==> config.mk <==
export PLATFORM = sky130hd
export DESIGN_NAME = alif_param_loader
export DESIGN_NICKNAME = d
export VERILOG_FILES = /design/src/rtl/alif_pkg.sv /design/src/rtl/alif_shift_deser.sv /design/src/rtl/alif_param_loader.sv
export SDC_FILE = /design/constraint.sdc
export NUM_CORES = 1
export LEC_CHECK = 0
export CAP_MARGIN = 20
export CORE_AREA = 2 2 83 85
export CTS_CLUSTER_DIAMETER = 40
export DETAILED_ROUTE_END_ITERATION = 10
export DIE_AREA = 0 0 85 87
export HOLD_SLACK_MARGIN = 0.12
export PLACE_DENSITY = 0.79
export SYNTH_ARGS = -nofsm -noshare
export SYNTH_HDL_FRONTEND = slang
export SYNTH_HIERARCHICAL = 1
export SYNTH_SLANG_ARGS = --single-unit
export TNS_END_PERCENT = 20
==> constraint.sdc <==
create_clock -name clk -period 1.85 [get_ports clk]
set_input_delay 0.2775 -clock clk [delete_from_list [all_inputs] [get_ports clk]]
set_output_delay 0.2775 -clock clk [all_outputs]
set_load 0.005 [all_outputs]
==> src/rtl/alif_pkg.sv <==
// Shared field layout, reset defaults, frame lengths and FSM states for the ALIF parameter loader.
// Frame length depends on ALIF_LOADER_CHECKSUM_EN (adds an 8-bit XOR checksum after the payload).
package alif_pkg;

    localparam int THR_W    = 8;
    localparam int LEAK_W   = 4;
    localparam int ADAPT_W  = 4;
    localparam int REFRAC_W = 4;
    localparam int WS_W     = 2;

    localparam int THR_OFF         = 24;
    localparam int LEAK_EXC_OFF    = 20;
    localparam int LEAK_INH_OFF    = 16;
    localparam int ADAPT_INC_OFF   = 12;
    localparam int ADAPT_DECAY_OFF = 8;
    localparam int REFRAC_OFF      = 4;
    localparam int WS_A_OFF        = 2;
    localparam int WS_B_OFF        = 0;

    localparam int PAYLOAD_LEN     = 32;
    localparam int CKSUM_LEN       = 8;
    localparam int FRAME_LEN_PLAIN = 32;
    localparam int FRAME_LEN_CKSUM = 40;
`ifdef ALIF_LOADER_CHECKSUM_EN
    localparam int FRAME_LEN = FRAME_LEN_CKSUM;
`else
    localparam int FRAME_LEN = FRAME_LEN_PLAIN;
`endif
    localparam int CNT_W = 6;

    typedef enum logic [1:0] {IDLE, SHIFT, COMMIT, WAIT_LOW} state_e;

    typedef struct packed {
        logic [THR_W-1:0]    threshold;
        logic [LEAK_W-1:0]   leak_exc;
        logic [LEAK_W-1:0]   leak_inh;
        logic [ADAPT_W-1:0]  adapt_inc;
        logic [ADAPT_W-1:0]  adapt_decay;
        logic [REFRAC_W-1:0] refrac;
        logic [WS_W-1:0]     w_scale_a;
        logic [WS_W-1:0]     w_scale_b;
    } params_t;

    localparam params_t PARAMS_DEFAULT = '{
        threshold:   8'd100,
        leak_exc:    4'd2,
        leak_inh:    4'd2,
        adapt_inc:   4'd4,
        adapt_decay: 4'd1,
        refrac:      4'd3,
        w_scale_a:   2'd1,
        w_scale_b:   2'd1
    };

    function automatic params_t unpack_payload(input logic [PAYLOAD_LEN-1:0] p);
        params_t r;
        r.threshold   = p[THR_OFF +: THR_W];
        r.leak_exc    = p[LEAK_EXC_OFF +: LEAK_W];
        r.leak_inh    = p[LEAK_INH_OFF +: LEAK_W];
        r.adapt_inc   = p[ADAPT_INC_OFF +: ADAPT_W];
        r.adapt_decay = p[ADAPT_DECAY_OFF +: ADAPT_W];
        r.refrac      = p[REFRAC_OFF +: REFRAC_W];
        r.w_scale_a   = p[WS_A_OFF +: WS_W];
        r.w_scale_b   = p[WS_B_OFF +: WS_W];
        return r;
    endfunction

    function automatic logic [CKSUM_LEN-1:0] payload_xor(input logic [PAYLOAD_LEN-1:0] p);
        return p[31:24] ^ p[23:16] ^ p[15:8] ^ p[7:0];
    endfunction

endpackage

==> src/rtl/alif_shift_deser.sv <==
// MSB-first serial-to-parallel shift register with a bit counter.
// start loads the first bit (count=1), shift appends a bit, clear zeroes both.
module alif_shift_deser #(
    parameter int WIDTH = 32,
    parameter int CNT_W = 6
) (
    input  logic             clk,
    input  logic             reset,
    input  logic             start,
    input  logic             shift,
    input  logic             clear,
    input  logic             bit_in,
    output logic [WIDTH-1:0] data,
    output logic [CNT_W-1:0] count
);
    logic [WIDTH-1:0] shreg_q, shreg_d;
    logic [CNT_W-1:0] cnt_q, cnt_d;

    always_comb begin
        shreg_d = shreg_q;
        cnt_d   = cnt_q;
        if (clear) begin
            shreg_d = '0;
            cnt_d   = '0;
        end else if (start) begin
            shreg_d = {{(WIDTH-1){1'b0}}, bit_in};
            cnt_d   = CNT_W'(1);
        end else if (shift) begin
            shreg_d = {shreg_q[WIDTH-2:0], bit_in};
            cnt_d   = cnt_q + 1'b1;
        end
    end

    always_ff @(posedge clk or posedge reset) begin
        if (reset) begin
            shreg_q <= '0;
            cnt_q   <= '0;
        end else begin
            shreg_q <= shreg_d;
            cnt_q   <= cnt_d;
        end
    end

    assign data  = shreg_q;
    assign count = cnt_q;
endmodule

==> src/rtl/alif_param_loader.sv <==
// Serial configuration loader for ALIF neuron parameters: shifts a frame in, commits it atomically.
// Define ALIF_LOADER_CHECKSUM_EN to require a trailing XOR checksum byte before committing.
module alif_param_loader
    import alif_pkg::*;
(
    input  logic                clk,
    input  logic                reset,
    input  logic                enable,
    input  logic                load_mode,
    input  logic                serial_data,
    output logic [THR_W-1:0]    threshold,
    output logic [LEAK_W-1:0]   leak_exc,
    output logic [LEAK_W-1:0]   leak_inh,
    output logic [ADAPT_W-1:0]  adapt_inc,
    output logic [ADAPT_W-1:0]  adapt_decay,
    output logic [REFRAC_W-1:0] refrac,
    output logic [WS_W-1:0]     w_scale_a,
    output logic [WS_W-1:0]     w_scale_b,
    output logic                params_ready,
    output logic                load_busy,
    output logic                load_error
);
    state_e  state_q, state_d;
    params_t params_q, params_d;
    logic    ready_q, ready_d;
    logic    busy_q, busy_d;
    logic    error_q, error_d;

    logic                   ds_start, ds_shift, ds_clear;
    logic [FRAME_LEN-1:0]   ds_data;
    logic [CNT_W-1:0]       ds_count;
    logic [PAYLOAD_LEN-1:0] payload;
    logic                   cksum_ok;

    alif_shift_deser #(
        .WIDTH (FRAME_LEN),
        .CNT_W (CNT_W)
    ) u_deser (
        .clk    (clk),
        .reset  (reset),
        .start  (ds_start),
        .shift  (ds_shift),
        .clear  (ds_clear),
        .bit_in (serial_data),
        .data   (ds_data),
        .count  (ds_count)
    );

    assign payload = ds_data[FRAME_LEN-1 -: PAYLOAD_LEN];

`ifdef ALIF_LOADER_CHECKSUM_EN
    assign cksum_ok = (ds_data[CKSUM_LEN-1:0] == payload_xor(payload));
`else
    assign cksum_ok = 1'b1;
`endif

    always_comb begin
        state_d  = state_q;
        params_d = params_q;
        ready_d  = ready_q;
        error_d  = error_q;
        ds_start = 1'b0;
        ds_shift = 1'b0;
        ds_clear = 1'b0;
        // Everything, including the deserializer, freezes while enable is low.
        if (enable) begin
            case (state_q)
                IDLE: begin
                    if (load_mode) begin
                        ds_start = 1'b1;
                        ready_d  = 1'b0;
                        error_d  = 1'b0;
                        state_d  = SHIFT;
                    end
                end
                SHIFT: begin
                    if (load_mode) begin
                        ds_shift = 1'b1;
                        if (ds_count == CNT_W'(FRAME_LEN - 1)) begin
                            state_d = COMMIT;
                        end
                    end else begin
                        ds_clear = 1'b1;
                        error_d  = 1'b1;
                        ready_d  = 1'b0;
                        state_d  = IDLE;
                    end
                end
                COMMIT: begin
                    ds_clear = 1'b1;
                    state_d  = WAIT_LOW;
                    if (cksum_ok) begin
                        params_d = unpack_payload(payload);
                        ready_d  = 1'b1;
                    end else begin
                        error_d  = 1'b1;
                        ready_d  = 1'b0;
                    end
                end
                WAIT_LOW: begin
                    if (!load_mode) begin
                        state_d = IDLE;
                    end
                end
                default: state_d = IDLE;
            endcase
        end
        busy_d = (state_d == SHIFT) || (state_d == COMMIT);
    end

    always_ff @(posedge clk or posedge reset) begin
        if (reset) begin
            state_q  <= IDLE;
            params_q <= PARAMS_DEFAULT;
            ready_q  <= 1'b0;
            busy_q   <= 1'b0;
            error_q  <= 1'b0;
        end else begin
            state_q  <= state_d;
            params_q <= params_d;
            ready_q  <= ready_d;
            busy_q   <= busy_d;
            error_q  <= error_d;
        end
    end

    assign threshold    = params_q.threshold;
    assign leak_exc     = params_q.leak_exc;
    assign leak_inh     = params_q.leak_inh;
    assign adapt_inc    = params_q.adapt_inc;
    assign adapt_decay  = params_q.adapt_decay;
    assign refrac       = params_q.refrac;
    assign w_scale_a    = params_q.w_scale_a;
    assign w_scale_b    = params_q.w_scale_b;
    assign params_ready = ready_q;
    assign load_busy    = busy_q;
    assign load_error   = error_q;
endmodule
==> run_results.csv <==
group,metric,value,unit
die,start_util,48.63,%
global_routing,grt_start_max_net_pins,39,
sta,timing.final.max_slew_violations,0,
detailed_routing,drc,0,
global_routing,grt_pass1_vias,2018,
power,finalPower,3.661,mW
worst_setup_path,worstSetupEndpointType,"flop",
sta,min_period,1.722,ns
worst_setup_path,cpMostUsedCell,"nor2_1",
synthesis,async_flop_share,100.0,%
power,comb_power_share,16.4,%
sta,rsz0062_at_grt,"no",
synthesis,ys_seq_elements,75,
worst_setup_path,rrSetupSlack,0.13,ns
layout,layout_common_cells,"dfrtp_1, nor2_1, clkdlybuf4s50_1",
die,die_w,85,um
sta,fin_skew,0.01136,ns
detailed_routing,routed-wl-met2,2.660,mm
power,swShare,27.70,%
sta,tns,0,ns
placed_design,dp_hpwl,3.681,mm
power,power_frac_seq,49.9,%
worst_setup_path,r2r-start,"state_q[0]$_DFF_PP0_",
layout,antennaDiodeCount,0,
detailed_routing,vias,1949,
synthesis,yosysWarningCount,6,
die,die_h,87,um
synthesis,synth_edf_count,0,
clock_tree,path_clk_slew,0.08,ns
sta,hold_viol,0,
layout,fill_cells,522,
synthesis,syn_area,0.003194,sq mm
die,row_count,30,
detailed_routing,dr.pass1.iters,4,
power,internal-power,2.646,mW
worst_setup_path,crit_fanout,36,
worst_setup_path,path_cells,"inv_1 > ha_1 > a21oi_1 > nor2_1 > or2_1 > buf_12 > nor2_1",
layout,register_area,0.001891,sq mm
detailed_routing,wirelength,5.533,mm
clock_tree,cts_max_level,3,
detailed_routing,wl_per_cell,14.56,um
sta,worst_slew_pin_slew,0.4883,ns
sta,period_share,93.10,%
global_routing,grt_first_pass_wirelength,9.432,mm
sta,clock.fmax,580.6,MHz
run_status,status,"finished clean",
worst_setup_path,arrival,1.98,ns
clock_tree,tritoncts,"built",
worst_setup_path,rr_worst_depth,7,
sta,setup_viol,0,
layout,postLayoutCoreUtil,59.56,%
detailed_routing,viasPerCell,5.129,
layout,final_common_cell,"dfrtp_1",
worst_setup_path,path_buf_inv,2,
global_routing,grt_antenna_before_repair,0,
clock_tree,clk_path_buf_depth,2,
die,io-pin-count,40,
worst_setup_path,cp_data_required_time,2.11,ns
worst_setup_path,critPathKind,"reg2reg",
worst_setup_path,slowest_delay,0.43,ns
worst_setup_path,critical-path-top-delay-family,"simple AND/OR/NAND/NOR gates",
sta,relSlewSlack,67.45,%
placed_design,io_buffers,39,
layout,nNetsFinal,307,
synthesis,synth_flop_cell,"dfrtp_1",
layout,syn_to_final_growth,22.48,%
power,vdd_drop_max,0.5446,mV
synthesis,avgSynthCellArea,12.93,sq um
synthesis,synth_cell_types,28,
hold_path,worstHoldPathType,"in2async",
synthesis,syn_nets,259,
synthesis,synth-seq-area-share,59.19,%
worst_setup_path,startpoint_type,"flop",
detailed_routing,drt-met1-wl,2.596,mm
worst_setup_path,crit_slowest_cell,"dfrtp_1",
power,power_density,935.6,mW/mm^2
clock_tree,clock_sinks,75,
sta,hold_slack,0.3844,ns
global_routing,grt_use_total,16.49,%
clock_tree,cts_setup_buffers,0,
power,p_leak,1.867,nW
detailed_routing,highest_layer,"met4",
die,core,0.006569,sq mm
worst_setup_path,worstReg2RegEnd,"u_deser/data[5]$_DFFE_PP0P_",
detailed_routing,dr.first_iter.drc_count,111,
clock_tree,cts_inserted_buffers,9,
detailed_routing,ant_nets,0,
global_routing,grt_overflow_total,0,
layout,multiInputGateArea,0.001190,sq mm
clock_tree,clockRootBuffer,"clkbuf_8",
placed_design,placed_cells,364,
worst_setup_path,worstSetupStartpoint,"state_q[0]$_DFF_PP0_",
clock_tree,clk_latency,0.34,ns
run,cap_violations,0,
layout,drive_gt1_share,24.67,%
synthesis,syn_inst,247,
power,power_switching,1.014,mW
placed_design,place_congestion,0.8330,
layout,fin_cells,380,
detailed_routing,met3_length,169,um
power,clockPowerShare,33.7,%
die,die_area,0.007395,sq mm
per-layer routing:
layer	vias up	track usage, %
met5	-	0
met4	0	7.792
met3	9	3.791
met2	39	26.49
met1	960	21.27
li1	941	-
synthesized netlist by cell type (2+ instances only):
| cell type | instances | area share [%] |
|---|---|---|
| ha_1 | 7 | 2.7 |
| dfstp_2 | 11 | 9.0 |
| buf_4 | 2 | 0.47 |
| buf_2 | 6 | 0.94 |
| nor2_1 | 40 | 4.7 |
| nand4_1 | 3 | 0.59 |
| nand3_1 | 3 | 0.47 |
| xor2_1 | 4 | 1.1 |
| o21ai_0 | 5 | 0.78 |
| dfrtp_1 | 64 | 50 |
| mux2_2 | 34 | 12 |
| buf_6 | 4 | 1.4 |
| nand2_1 | 7 | 0.82 |
| inv_1 | 9 | 1.1 |
| mux2i_1 | 32 | 10 |
| a21oi_1 | 3 | 0.47 |
| nor3_1 | 2 | 0.31 |
state kept, by name (all words and copies together) (netlist names):
signal,flops
adapt_decay,4
leak_exc,4
threshold,8
refrac,4
u_deser/data,32
leak_inh,4
params_ready,1
w_scale_a,2
w_scale_b,2
load_busy,1
load_error,1
adapt_inc,4
u_deser/count,6
state_q,2
metrics by stage:
step / instance area, sq um / setup WS, ns
floorplan: 3194 / 0.1811
global route: 3913 / 0.01129
detailed placement: 3715 / 0.03751
finish: 3913 / 0.1276
CTS: 3910 / 0.08247
global placement: 3715 / 0.09307
worst register-to-register path, delay by kind of cell, from the launching register on:
kind	cells	cell delay [ns]
AO/OA/AOI/OAI	1	0.14
buffers and inverters	2	0.31
adder cells (fa/ha/maj)	1	0.30
AND/OR/NAND/NOR	3	0.48
flip-flops	1	0.43
area by class of cell:
type	instances	share of cell area, %
tap	80	2.558
clock buffer	11	3.614
sequential	75	48.32
clock inverter	5	1.375
multi-input combinational	151	30.41
timing repair buffer	49	12.86
inverter	9	0.8634
power groups by stage:
stage | sequential [mW] | combinational, mW | clock (mW)
final | 1.83 | 0.600 | 1.24
after global routing | 1.84 | 0.664 | 1.34
after CTS | 1.82 | 0.603 | 1.26
after detailed placement | 1.85 | 0.598 | 0
after global placement | 1.86 | 0.577 | 0
after floorplan | 1.83 | 0.452 | 0
worst max-delay path by stage:
stage                              endpoint  cells past startpoint
2_1_floorplan  u_deser/data[10]$_DFFE_PP0P_                      8
3_3_place_gp   u_deser/count[4]$_DFFE_PP0P_                      7
3_5_place_dp   u_deser/count[4]$_DFFE_PP0P_                      7
4_1_cts        u_deser/count[3]$_DFFE_PP0P_                      8
5_1_grt        u_deser/count[5]$_DFFE_PP0P_                      7
6_report        u_deser/data[5]$_DFFE_PP0P_                      7
kinds of logic (layout without fill, tap and decap cells):
family | after synthesis | in the layout | share of synthesized area (%)
muxes | 66 | 66 | 22.01
xor gates and xnor gates | 5 | 5 | 1.371
buffers and inverters | 21 | 74 | 3.878
and+or+nand+nor | 61 | 61 | 8.344
DFF | 75 | 75 | 59.19
adders and majority gates | 7 | 7 | 2.742
AOI/OAI and AO/OA | 12 | 12 | 2.468
timing repair:
item                                   CTS  global route
gates resized for setup                  0             1
endpoints found under the hold margin    0             0
hold buffers                             0             0
setup endpoints to repair                0             4
(Power assumes the default switching activity.)
